==> src/rtl/edge_timestamper_if.sv <==
// ---------------------------------------------------------------------------
// edge_timestamper_if
//   Event readout channel of the edge timestamper: show-ahead FIFO head with
//   a valid/ready handshake.
//
//   Parameter
//     TS_W      timestamp / interval width (CNT_W + PT_W of the producer)
//   Signals
//     ev_valid  producer -> consumer : head entry is valid
//     ev_ready  consumer -> producer : consumer accepts the head
//     ev_time   producer -> consumer : head timestamp {coarse, ptime}
//     ev_delta  producer -> consumer : head interval to previous edge
//     ev_level  producer -> consumer : pin level after the edge
//     ev_first  producer -> consumer : first edge since reset / enable rise
//   Modports
//     master    producer side (edge_timestamper)
//     slave     consumer side
// ---------------------------------------------------------------------------
interface edge_timestamper_if #(
   parameter int TS_W = 19
);
   logic            ev_valid;
   logic            ev_ready;
   logic [TS_W-1:0] ev_time;
   logic [TS_W-1:0] ev_delta;
   logic            ev_level;
   logic            ev_first;

   modport master (
      output ev_valid,
      output ev_time,
      output ev_delta,
      output ev_level,
      output ev_first,
      input  ev_ready
   );

   modport slave (
      input  ev_valid,
      input  ev_time,
      input  ev_delta,
      input  ev_level,
      input  ev_first,
      output ev_ready
   );
endinterface

==> src/rtl/edge_timestamper.sv <==
// ---------------------------------------------------------------------------
// edge_timestamper
//   Turns capture-stage edge strobes into absolute timestamps plus the
//   interval since the previous edge, buffers them in a show-ahead FIFO and
//   hands them out over a valid/ready channel. Single clock (clk300).
//
//   Ports
//     clk300      clock, all logic on the rising edge
//     rst_n       synchronous active-low reset
//     enable      1 = coarse counter runs and strobes are accepted
//     str         edge strobe, one cycle per edge
//     ptime       fine phase of the edge, valid with str
//     pin_lvl     pin level after the edge, valid with str
//     ovf_clr     clears ovf and drop_cnt (a same-cycle drop wins)
//     ev          event readout channel (master modport)
//     fifo_count  FIFO occupancy
//     ovf         sticky overflow flag
//     drop_cnt    dropped events, saturating at 255
// ---------------------------------------------------------------------------
module edge_timestamper #(
   parameter int CNT_W      = 16,
   parameter int PT_W       = 3,
   parameter int FIFO_DEPTH = 8
) (
   input  logic                        clk300,
   input  logic                        rst_n,
   input  logic                        enable,
   input  logic                        str,
   input  logic [PT_W-1:0]             ptime,
   input  logic                        pin_lvl,
   input  logic                        ovf_clr,
   edge_timestamper_if.master          ev,
   output logic [$clog2(FIFO_DEPTH):0] fifo_count,
   output logic                        ovf,
   output logic [7:0]                  drop_cnt
);
   localparam int TS_W = CNT_W + PT_W;
   localparam int AW   = $clog2(FIFO_DEPTH);

   localparam logic [CNT_W-1:0] COARSE_ONE = CNT_W'(1);
   localparam logic [AW-1:0]    PTR_ONE    = AW'(1);
   localparam logic [AW:0]      CNT_ONE    = (AW+1)'(1);
   localparam logic [AW:0]      DEPTH_C    = (AW+1)'(FIFO_DEPTH);

   typedef struct packed {
      logic            level;
      logic            first;
      logic [TS_W-1:0] ts;
      logic [TS_W-1:0] delta;
   } entry_t;

   // Saturating 8-bit increment for the drop counter.
   function automatic logic [7:0] sat_inc8(input logic [7:0] v);
      sat_inc8 = (v == 8'hFF) ? v : v + 8'd1;
   endfunction

   logic [CNT_W-1:0] coarse_r;

   logic             s1_valid_r;
   logic [TS_W-1:0]  s1_ts_r;
   logic             s1_level_r;
   logic             s1_first_r;

   logic             s2_valid_r;
   entry_t           s2_entry_r;

   logic [TS_W-1:0]  prev_ts_r;
   logic             prev_valid_r;

   entry_t           mem_r [FIFO_DEPTH];
   logic [AW-1:0]    wr_ptr_r;
   logic [AW-1:0]    rd_ptr_r;
   logic [AW:0]      count_r;
   entry_t           head_r;
   logic             head_valid_r;
   logic             ovf_r;
   logic [7:0]       drop_cnt_r;

   logic [TS_W-1:0]  delta_s;
   logic             pop_s;
   logic             full_s;
   logic             push_s;
   logic             drop_s;
   logic [AW-1:0]    rd_nxt_s;
   logic [AW:0]      count_nxt_s;
   entry_t           head_nxt_s;

   // Interval, push/pop/drop decisions and next FIFO head.
   always_comb begin
      delta_s     = s1_first_r ? '0 : (s1_ts_r - prev_ts_r);
      pop_s       = head_valid_r & ev.ev_ready;
      full_s      = (count_r == DEPTH_C);
      push_s      = s2_valid_r & (~full_s | pop_s);
      drop_s      = s2_valid_r & full_s & ~pop_s;
      rd_nxt_s    = pop_s ? (rd_ptr_r + PTR_ONE) : rd_ptr_r;
      count_nxt_s = count_r;
      case ({push_s, pop_s})
         2'b10:   count_nxt_s = count_r + CNT_ONE;
         2'b01:   count_nxt_s = count_r - CNT_ONE;
         default: count_nxt_s = count_r;
      endcase
      // The next head is the entry being written this cycle when the read
      // pointer lands on the write slot (empty FIFO, or last entry popped).
      if (count_nxt_s == '0) begin
         head_nxt_s = '0;
      end else if (push_s && (rd_nxt_s == wr_ptr_r)) begin
         head_nxt_s = s2_entry_r;
      end else begin
         head_nxt_s = mem_r[rd_nxt_s];
      end
   end

   // Coarse counter, capture stage and interval stage.
   always_ff @(posedge clk300) begin
      if (!rst_n) begin
         coarse_r     <= '0;
         s1_valid_r   <= 1'b0;
         s1_ts_r      <= '0;
         s1_level_r   <= 1'b0;
         s1_first_r   <= 1'b0;
         s2_valid_r   <= 1'b0;
         s2_entry_r   <= '0;
         prev_ts_r    <= '0;
         prev_valid_r <= 1'b0;
      end else begin
         if (enable) begin
            coarse_r <= coarse_r + COARSE_ONE;
         end
         s1_valid_r <= str & enable;
         if (str && enable) begin
            s1_ts_r    <= {coarse_r, ptime};
            s1_level_r <= pin_lvl;
            // An edge still in stage 1 counts as a predecessor for
            // back-to-back strobes.
            s1_first_r <= ~(prev_valid_r | s1_valid_r);
         end
         s2_valid_r <= s1_valid_r;
         if (s1_valid_r) begin
            s2_entry_r <= {s1_level_r, s1_first_r, s1_ts_r, delta_s};
            prev_ts_r  <= s1_ts_r;
         end
         // Holding the flag clear while disabled restarts the interval
         // chain at the next enable rise.
         if (!enable) begin
            prev_valid_r <= 1'b0;
         end else if (s1_valid_r) begin
            prev_valid_r <= 1'b1;
         end
      end
   end

   // FIFO pointers, occupancy, registered head and overflow bookkeeping.
   always_ff @(posedge clk300) begin
      if (!rst_n) begin
         wr_ptr_r     <= '0;
         rd_ptr_r     <= '0;
         count_r      <= '0;
         head_r       <= '0;
         head_valid_r <= 1'b0;
         ovf_r        <= 1'b0;
         drop_cnt_r   <= 8'd0;
      end else begin
         if (push_s) begin
            wr_ptr_r <= wr_ptr_r + PTR_ONE;
         end
         rd_ptr_r     <= rd_nxt_s;
         count_r      <= count_nxt_s;
         head_r       <= head_nxt_s;
         head_valid_r <= (count_nxt_s != '0);
         if (drop_s) begin
            ovf_r      <= 1'b1;
            drop_cnt_r <= ovf_clr ? 8'd1 : sat_inc8(drop_cnt_r);
         end else if (ovf_clr) begin
            ovf_r      <= 1'b0;
            drop_cnt_r <= 8'd0;
         end
      end
   end

   // FIFO storage; contents are don't-care until written.
   always_ff @(posedge clk300) begin
      if (push_s) begin
         mem_r[wr_ptr_r] <= s2_entry_r;
      end
   end

   assign ev.ev_valid = head_valid_r;
   assign ev.ev_time  = head_r.ts;
   assign ev.ev_delta = head_r.delta;
   assign ev.ev_level = head_r.level;
   assign ev.ev_first = head_r.first;
   assign fifo_count  = count_r;
   assign ovf         = ovf_r;
   assign drop_cnt    = drop_cnt_r;
endmodule

==> src/flat_wrapper.sv <==
// flat-port wrapper written by rule: the top's interface ports become plain ports
module edge_timestamper_flat 
#(
   parameter int CNT_W      = 16,
   parameter int PT_W       = 3,
   parameter int FIFO_DEPTH = 8
)
  (clk300, rst_n, enable, str, ptime, pin_lvl, ovf_clr, fifo_count, ovf, drop_cnt, ev_ev_valid, ev_ev_time, ev_ev_delta, ev_ev_level, ev_ev_first, ev_ev_ready);
  edge_timestamper_if #(.TS_W(19)) ev_i ();
  input  logic clk300;
  input  logic rst_n;
  input  logic enable;
  input  logic str;
  input  logic [PT_W-1:0] ptime;
  input  logic pin_lvl;
  input  logic ovf_clr;
  output logic [$clog2(FIFO_DEPTH):0] fifo_count;
  output logic ovf;
  output logic [7:0] drop_cnt;
  output wire logic [$bits(ev_i.ev_valid)-1:0] ev_ev_valid;
  output wire logic [$bits(ev_i.ev_time)-1:0] ev_ev_time;
  output wire logic [$bits(ev_i.ev_delta)-1:0] ev_ev_delta;
  output wire logic [$bits(ev_i.ev_level)-1:0] ev_ev_level;
  output wire logic [$bits(ev_i.ev_first)-1:0] ev_ev_first;
  input wire logic [$bits(ev_i.ev_ready)-1:0] ev_ev_ready;
  assign ev_ev_valid = ev_i.ev_valid;
  assign ev_ev_time = ev_i.ev_time;
  assign ev_ev_delta = ev_i.ev_delta;
  assign ev_ev_level = ev_i.ev_level;
  assign ev_ev_first = ev_i.ev_first;
  assign ev_i.ev_ready = ev_ev_ready;
  edge_timestamper #(.CNT_W(CNT_W), .PT_W(PT_W), .FIFO_DEPTH(FIFO_DEPTH)) u_core (.clk300(clk300), .rst_n(rst_n), .enable(enable), .str(str), .ptime(ptime), .pin_lvl(pin_lvl), .ovf_clr(ovf_clr), .ev(ev_i), .fifo_count(fifo_count), .ovf(ovf), .drop_cnt(drop_cnt));
endmodule
==> config.mk <==
export PLATFORM = sky130hd
export DESIGN_NAME = edge_timestamper_flat
export DESIGN_NICKNAME = d
export VERILOG_FILES = /design/src/rtl/edge_timestamper_if.sv /design/src/rtl/edge_timestamper.sv /design/src/flat_wrapper.sv
export SDC_FILE = /design/constraint.sdc
export NUM_CORES = 1
export LEC_CHECK = 0
export ABC_AREA = 1
export CORE_MARGIN = 1
export CORE_UTILIZATION = 50
export DETAILED_ROUTE_END_ITERATION = 8
export HOLD_SLACK_MARGIN = 0.12
export PLACE_DENSITY = 0.74
export SYNTH_ARGS = -nofsm -noshare
export SYNTH_HDL_FRONTEND = slang
export SYNTH_SLANG_ARGS = --single-unit
==> constraint.sdc <==
create_clock -name clk300 -period 4.21 [get_ports clk300]
set_input_delay 0.6315 -clock clk300 [delete_from_list [all_inputs] [get_ports clk300]]
set_output_delay 0.6315 -clock clk300 [all_outputs]
set_load 0.01 [all_outputs]
==> summary.md, run 1 <==
| Metric | Value |
|---|---|
| Status | completed |
| Root Buffer | clkbuf_16 |
| Final Skew | 0.0107 ns |
| Sequential element share of the synthesized area | 0.645 |
| Vias in the first global route | 13736 |
| Antenna violations before repair | 1 |
| Clk_lat worst skew | 0.56 ns |
| Syn Nets | 2006 |
| Die Wd | 198 um |
| Ports | 64 |
| GRT Resource Usage Total | 0.246 |
| Unrepaired setup endpoints after global routing | false |
| Post-CTS Hold Buffers | 0 |
| Synthesized cell area | 19300 um^2 |
| Via count | 14078 |
| CP arrival | 3.02 ns |
| Final setup fails | 0 |
| Detailed placer's ending HPWL | 26500 um |
| Core ar. | 37800 um^2 |
| Grt total ovfl | 0 |
| Peak supply drop | 0.435 mV |
| DRC viols | 0 |
| CTS tree | built |
| Share of cells above drive strength 1 | 0.0576 |
| Crit. End Element | register |
| Max Fanout on Critical Path | 41 |
| Clock slew at reported path FFs | 0.06 ns |
| CP Launch Type | input port |
| CTS Buf Count | 46 |
| Synth area leaders | edfxtp_1, dfxtp_1, nand2_1 |
| HP Class | register to register |
| Min-delay src | u_core.coarse_r[14] |
| Post-synth top area cell | edfxtp_1 |
| Netlist cell types | 33 |
| #FFs+latches synth | 460 |
| Die extent in y | 198 um |
| Avg Inst Size Synth | 9.76 um^2 |
| Worst reg2reg path startpoint | u_core.rd_ptr_r[0] |
| Commonest non-fill, non-tap cells in the layout | nand2_1, edfxtp_1, nand3_1, dfxtp_1, nor2_1 |
| GP Congestion | 0.894 |
| DR vias/cell | 5.50 |
| Final nets | 2046 |
| F_max | 383 MHz |
| Layout area overhead | 14.0% |
| Largest net degree at the start of global routing | 144 |
| Diode count | 0 |
| Die area | 39300 um^2 |
| Crit. Startpoint | ev_ev_ready |
| Setup CP Type | input port to register |
| Area share of the largest cell type after synthesis | 0.499 |
| Final Max Tran Viols | 0 |
| Initial Util | 0.510 |
| Post-Syn Instances | 1972 |
| Maximum Capacitance Violations | 0 |
| Fin Setup TNS | 0 ns |
| Crit path time final | 2.61 ns |
| Relative slew slack | 0.279 |
| Leakage power figure | 8.48 nW |
| Final Hold Viols | 0 |
| Final core occ | 0.581 |
| PD cells | 552 nW/um^2 |
| Row Count | 71 |
| Final wirelength | 47000 um |
| Worst Path Required | 4.62 ns |
| Slew @ Worst Pin | 1.08 ns |
| Routed WL per cell | 18.4 um |
| PortBufs | 63 |
| DR pass1 iterations | 7 |
| Drt initial violations | 1433 |
| Period utilisation layout | 0.620 |
| First-pass GRT wire length | 74300 um |
| Most common cell after layout, fill and taps aside | nand2_1 |
| CTS H-tree lvls | 2 |
| Synth Warn # | 0 |
| Setup bufs post-CTS | 0 |
| Clock Tree Buf Depth | 3 |
| Post-CTS resize count | 0 |
| Post-route ant nets | 0 |
| # fillers | 3133 |
| Clock sink total | 460 |
power by group:
group          total [mW]  switching, mW  internal [mW]
sequential           5.25          0.173           5.07
combinational        2.94           1.87           1.08
clock                3.92           1.68           2.24
synth_stat cells:
cell type	n
nor4_1	2
a21oi_1	120
nand2_1	577
fa_1	1
nand2_2	2
o21a_1	1
buf_1	8
nand4_1	4
o21bai_1	6
dfxtp_1	140
nor3b_1	2
nor3_1	14
o21ai_2	1
nand3_1	235
a31oi_1	3
nor3_2	1
or2_2	4
edfxtp_1	320
clkbuf_1	54
nand3b_1	15
clkinv_1	2
or2_1	1
ha_1	23
xnor2_1	1
nor2_1	139
o21ai_0	83
a21boi_0	5
xor2_1	4
o211ai_1	19
inv_1	125
buf_2	36
a21o_1	21
inv_2	3
through the flow:
step	instances	setup WS [ns]	cell area, um^2	total power, mW	hold slack (ns)
after floorplan	1972	0.904	19300	7.19	0.444
after global placement	2475	1.11	20500	8.20	0.455
after detailed placement	2475	1.07	20500	8.26	0.463
after CTS	2558	1.64	22000	12.2	0.477
after global routing	2558	1.34	22000	12.7	0.502
final	2558	1.60	22000	12.1	0.473
cells by family (layout without fill, tap and decap cells):
kind of cell / Yosys count / count (layout) / synth area share
buffers and inverters: 228 / 303 / 0.0468
XOR/XNOR: 5 / 5 / 0.00227
AND/OR/NAND/NOR: 996 / 996 / 0.216
adder cells (fa/ha/maj): 24 / 24 / 0.0160
AO/OA/AOI/OAI: 259 / 259 / 0.0745
flip-flops: 460 / 460 / 0.645
flip-flops by register name, summed over array words and instances, names as in the netlist, 3 cells and up:
signal	flops
u_core.drop_cnt	8
u_core.fifo_count	4
u_core.s2_entry_r	40
u_core.rd_ptr_r	3
u_core.wr_ptr_r	3
u_core.ev.ev_time	19
u_core.coarse_r	16
u_core.s1_ts_r	19
u_core.ev.ev_delta	19
u_core.mem_r	320
path summary, 6_finish.rpt:
check	slack (ns)	endpoint	cells past startpoint
max reg2reg	1.72	u_core.ev.ev_delta[9]	11
max	1.60	u_core.ev.ev_delta[16]	15
min	0.47	u_core.coarse_r[14]	2
min reg2reg	0.47	u_core.coarse_r[14]	2
routing by layer:
layer,track usage,vias to the layer above,share of wire
li1,-,6766,-
met1,0.334,6647,0.43
met2,0.406,571,0.47
met3,0.0336,94,0.078
met4,0.0815,0,0.026
met5,0,-,0
worst max-delay path, cell delays in order:
cell	delay, ns
clkdlybuf4s50_1	0.51
nand3_1	0.21
nand2_1	0.14
nand2_1	0.07
inv_1	0.07
ha_1	0.14
inv_1	0.04
nand2_1	0.07
xor2_1	0.14
nand2_1	0.06
nand2_1	0.07
nand2_1	0.09
nor2_4	0.07
buf_4	0.51
a21oi_1	0.17
layout make-up:
type | instances | area [um^2] | area share
clock buffers | 60 | 1260 | 0.0576
clock inverters | 23 | 166 | 0.00758
inverters | 130 | 488 | 0.0222
multi-input cells | 1284 | 6040 | 0.275
flip-flops and latches | 460 | 12400 | 0.565
well taps | 511 | 639 | 0.0291
repair buffers | 90 | 941 | 0.0429
No activity file was read; power rests on OpenSTA's default activity.
==> inputs of run 2 (changes only) <==
PLACE_DENSITY = 0.77   (was 0.74)
clock period = 2.31 ns   (was 4.21 ns; I/O delays follow)
==> run 2 against run 1 <==
Net effect: first-iteration DRC count decreased by 14%; critical path depth shrank 4; clock skew rose by 0.012 ns; cell count rose by 3.6%; via count up 4.0%; final area increased by 5.3%; combinational power increased by 110%; register-to-register slack got worse by 1.6 ns; sequential share of layout area down 2.8 points; core utilization increased by 3.1 points; largest power group unchanged; power up 94%; routed wire length grew 4.0%.
==> summary.md, run 2 (synthesized netlist as in run 1, its figures left out) <==
| Metric | Value |
|---|---|
| Overall Power | 23.5 mW |
| Ports | 64 |
| Diode count | 0 |
| CTS tree | built |
| Max Fanout on Critical Path | 9 |
| Crit. Startpoint | u_core.s2_entry_r[25] |
| Area of the multi-input gates | 6050 um^2 |
| Final Max Tran Viols | 0 |
| Max incr delay on CP | 0.49 ns |
| PortBufs | 63 |
| CP Launch Type | register |
| Most common cell after layout, fill and taps aside | nand2_1 |
| Detailed placer's ending HPWL | 30300 um |
| Routed WL per cell | 18.5 um |
| Worst reg2reg path startpoint | u_core.s2_entry_r[25] |
| Unrepaired setup endpoints after global routing | false |
| Antenna violations before repair | 0 |
| Core ar. | 37800 um^2 |
| CP arrival | 2.64 ns |
| Final setup fails | 0 |
| Final Skew | 0.0223 ns |
| Top flop regs | u_core.mem_r x320, u_core.s2_entry_r x40 |
| Share of cells above drive strength 1 | 0.102 |
| GP Congestion | 0.919 |
| Layout area overhead | 20.1% |
| Final wirelength | 48900 um |
| CTS H-tree lvls | 2 |
| Worst r2r path cells | 11 |
| DR pass1 iterations | 8 |
| F_max | 463 MHz |
| Via count | 14646 |
| Final Hold Viols | 0 |
| Final core occ | 0.612 |
| Grt total ovfl | 0 |
| Largest Register | u_core.mem_r |
| Maximum Capacitance Violations | 0 |
| PD cells | 1020 nW/um^2 |
| Status | completed |
| DR vias/cell | 5.53 |
| Die area | 39300 um^2 |
| CP max-delay cell | dfxtp_1 |
| Crit-path cells | inv_1, ha_1, nand2_1, nor2_1, nor2_1, nand2_1, a21oi_1, inv_1, nand2_1, nand3_1, a21oi_1 |
| Reg-to-Reg End | u_core.s2_entry_r[11] |
| CP dominant cell by count | nand2_1 |
| GRT Resource Usage Total | 0.255 |
| Clock sink total | 460 |
| Largest net degree at the start of global routing | 52 |
| Clock Tree Buf Depth | 3 |
| Slew @ Worst Pin | 0.527 ns |
| First-pass GRT wire length | 77000 um |
| Root Buffer | clkbuf_16 |
| Clk_lat worst skew | 0.57 ns |
| Initial Util | 0.510 |
| Period utilisation layout | 0.935 |
| Die extent in y | 198 um |
| Row Count | 71 |
| Post-layout instance area | 23100 um^2 |
| DRC viols | 0 |
| HP Class | input port to register |
| Die Wd | 198 um |
| Vias in the first global route | 14427 |
| Commonest non-fill, non-tap cells in the layout | nand2_1, edfxtp_1, nand3_1, dfxtp_1, nor2_1 |
| R2r setup slk | 0.15 ns |
| # fillers | 2916 |
| Hold Path Depth | 3 |
| Crit. End Element | register |
| Min-delay src | ptime[0] |
| Setup CP Type | register to register |
| Peak supply drop | 0.549 mV |
| FF+latch area | 12400 um^2 |
| Drt initial violations | 1236 |
| Crit path time final | 2.16 ns |
| Area after DPL | 21500 um^2 |
| CTS Buf Count | 47 |
| Max reg flops | 320 |
| Hold path endpoint | u_core.s1_ts_r[0] |
| Clock slew at reported path FFs | 0.06 ns |
| Final nets | 2133 |
| Relative slew slack | 0.648 |
| Leakage power figure | 9.10 nW |
| Worst Path Required | 2.79 ns |
| Post-route ant nets | 0 |
| Fin Setup TNS | 0 ns |
==> run 2: layout make-up <==
cell class,count,share of cell area
Sequential cell,460,0.537
Clock buffer,60,0.0580
Timing Repair Buffer,176,0.0817
Tap cell,511,0.0277
Multi-Input combinational cell,1284,0.262
Inverter,130,0.0211
Clock inverter,28,0.0126
==> run 2: worst max-delay path by stage <==
stage                            end
2_1_floorplan     u_core.mem_r[0][0]
3_3_place_gp   u_core.ev.ev_time[12]
3_5_place_dp   u_core.ev.ev_time[16]
4_1_cts         u_core.ev.ev_time[2]
5_1_grt        u_core.ev.ev_time[16]
6_report       u_core.s2_entry_r[11]
==> run 2: per-layer routing <==
layer  vias up  GRT usage  share of wire  wire length (um)
met5         -          0              0                 0
met4         0     0.0916          0.031              1490
met3        95     0.0429          0.077              3740
met2       614      0.426           0.48             23500
met1      7000      0.333           0.41             20100
li1       6937          -              -                 -
==> run 2: through the flow <==
| stage | std cells | worst slack, ns | hold WS (ns) |
|---|---|---|---|
| after floorplan | 1972 | -0.199 | 0.441 |
| after global placement | 2560 | -0.128 | 0.469 |
| after detailed placement | 2560 | -0.163 | 0.475 |
| after CTS | 2649 | 0.0897 | 0.406 |
| after global routing | 2649 | 0.00997 | 0.464 |
| final | 2649 | 0.150 | 0.418 |
==> run 2: timing repair <==
action	4_1_cts	5_1_grt
hold buffers	1	0
endpoints found under the setup margin	0	211
gates resized for setup	0	5
hold endpoints to repair	1	0
setup buffers	0	0
==> run 2: critical path, delay by kind of cell, from the launching register on <==
family / cells / cell delay (ns)
flip-flops: 1 / 0.49
buffers and inverters: 2 / 0.22
adder cells (fa/ha/maj): 1 / 0.40
AND/OR/NAND/NOR: 6 / 0.56
AO/OA/AOI/OAI: 2 / 0.42
==> run 2: power by group <==
part	switching, mW	internal [mW]
sequential	0.307	9.25
combinational	3.59	2.49
clock	3.23	4.61
total	7.13	16.4
==> inputs of run 3 (changes only) <==
SKIP_CTS_REPAIR_TIMING = 1   (was default)
TNS_END_PERCENT = 100   (was default)
==> run 3 against run 2 <==
Net effect: worst hold slack worse by 0.28 ns; count of clock-buffer cells in the layout unchanged; critical path depth unchanged; register-to-register slack about the same; clock skew up 0.0064 ns; sequential cell count unchanged; first-iteration DRC count up 4.3%; worst setup slack worse by 0.0010 ns; core utilization about the same; critical path type unchanged; critical endpoint unchanged; largest cell class unchanged.
==> summary.md, run 3 (synthesized netlist as in run 1, its figures left out) <==
| Metric | Value |
|---|---|
| Status | completed |
| CP arrival | 2.64 ns |
| Drt initial violations | 1289 |
| GP Congestion | 0.919 |
| Via count | 14646 |
| GRT Resource Usage Total | 0.255 |
| Relative slew slack | 0.654 |
| DR vias/cell | 5.53 |
| Final wirelength | 49000 um |
| Share of cells above drive strength 1 | 0.102 |
| Max Fanout on Critical Path | 9 |
| Core ar. | 37800 um^2 |
| Max reg flops | 320 |
| Final Hold Viols | 0 |
| Post-route ant nets | 0 |
| Die Wd | 198 um |
| Vias in the first global route | 14427 |
| Crit. End Element | register |
| CTS H-tree lvls | 2 |
| Row Count | 71 |
| Die extent in y | 198 um |
| Worst Path Required | 2.79 ns |
| Top flop regs | u_core.mem_r x320, u_core.s2_entry_r x40 |
| Largest Register | u_core.mem_r |
| Diode count | 0 |
| Overall Power | 23.5 mW |
| Largest net degree at the start of global routing | 52 |
| F_max | 463 MHz |
| Root Buffer | clkbuf_16 |
| CTS Buf Count | 47 |
| Layout area overhead | 20.0% |
| Crit path time final | 2.16 ns |
| Non-Filler Instances | 2648 |
| Die area | 39300 um^2 |
| HP Class | input port to register |
| Routed WL per cell | 18.5 um |
| Slew @ Worst Pin | 0.519 ns |
| Antenna violations before repair | 0 |
| PD cells | 1020 nW/um^2 |
| CP Launch Type | register |
| Final Max Tran Viols | 0 |
| PortBufs | 63 |
| Grt total ovfl | 0 |
| Clock slew at reported path FFs | 0.06 ns |
| Detailed placer's ending HPWL | 30300 um |
| DRC viols | 0 |
| Final setup fails | 0 |
| CTS tree | built |
| Ports | 64 |
| Most common cell after layout, fill and taps aside | nand2_1 |
| Clock sink total | 460 |
| Unrepaired setup endpoints after global routing | false |
| Leakage power figure | 9.09 nW |
| Dpl cells | 2560 |
| Maximum Capacitance Violations | 0 |
| Initial Util | 0.510 |
| Period utilisation layout | 0.935 |
| Final Skew | 0.0286 ns |
| R2r setup slk | 0.15 ns |
| Peak supply drop | 0.548 mV |
| Clock Tree Buf Depth | 3 |
| First-pass GRT wire length | 77000 um |
| Setup CP Type | register to register |
| Final nets | 2132 |
| Commonest non-fill, non-tap cells in the layout | nand2_1, edfxtp_1, nand3_1, dfxtp_1, nor2_1 |
| DR pass1 iterations | 6 |
| Clk_lat worst skew | 0.57 ns |
==> run 3: cell count changes in the layout (fill, tap and decap cells not counted) <==
| cell | change |
|---|---|
| dlygate4sd3_1 | -1 |
==> run 3: critical path, stage by stage (launching register included) <==
cell and delay, ns:
dfxtp_1 0.49, inv_1 0.16, ha_1 0.40, nand2_1 0.13
nor2_1 0.07, nor2_1 0.09, nand2_1 0.13, a21oi_1 0.27
inv_1 0.07, nand2_1 0.06, nand3_1 0.08, a21oi_1 0.15
==> run 3: final cells by class <==
| class | instances | area, um^2 |
|---|---|---|
| clock inverter | 28 | 292 |
| fill | 2918 | 14700 |
| inverter | 130 | 488 |
| tap | 511 | 639 |
| clock buffer | 60 | 1340 |
| sequential | 460 | 12400 |
| timing repair buffer | 175 | 1880 |
| multi-input combinational | 1284 | 6050 |
==> run 3: power by group <==
group,switching [mW],leakage (nW),internal (mW)
sequential,0.307,4.13,9.25
combinational,3.60,4.17,2.49
clock,3.23,0.791,4.61
==> run 3: metal layers <==
layer  vias to the layer above  track usage  share of wire  wire, um
li1                       6928            -              -         -
met1                      6996        0.333           0.41     20300
met2                       637        0.426           0.48     23500
met3                        85       0.0429          0.078      3800
met4                         0       0.0916          0.028      1350
met5                         -            0              0         0
==> run 3: metrics by stage <==
step / TNS, ns / utilization / setup slack [ns] / hold slack, ns / instance area [um^2]
2_1_floorplan: -31.79 / - / -0.199 / 0.441 / 19300
3_3_place_gp: -25.16 / 0.568 / -0.128 / 0.469 / 21500
3_5_place_dp: -40.79 / 0.568 / -0.163 / 0.475 / 21500
4_1_cts: 0 / 0.612 / 0.0897 / 0.111 / 23100
5_1_grt: 0 / 0.612 / 0.00997 / 0.149 / 23100
6_report: 0 / 0.612 / 0.149 / 0.135 / 23100
==> run 3: worst paths after layout <==
kind	startpoint	to	cells after the start
max	u_core.s2_entry_r[25]	u_core.s2_entry_r[11]	11
min	rst_n	u_core.fifo_count[0]	3
max reg2reg	u_core.s2_entry_r[25]	u_core.s2_entry_r[11]	11
min reg2reg	u_core.s2_entry_r[24]	u_core.s2_entry_r[24]	2
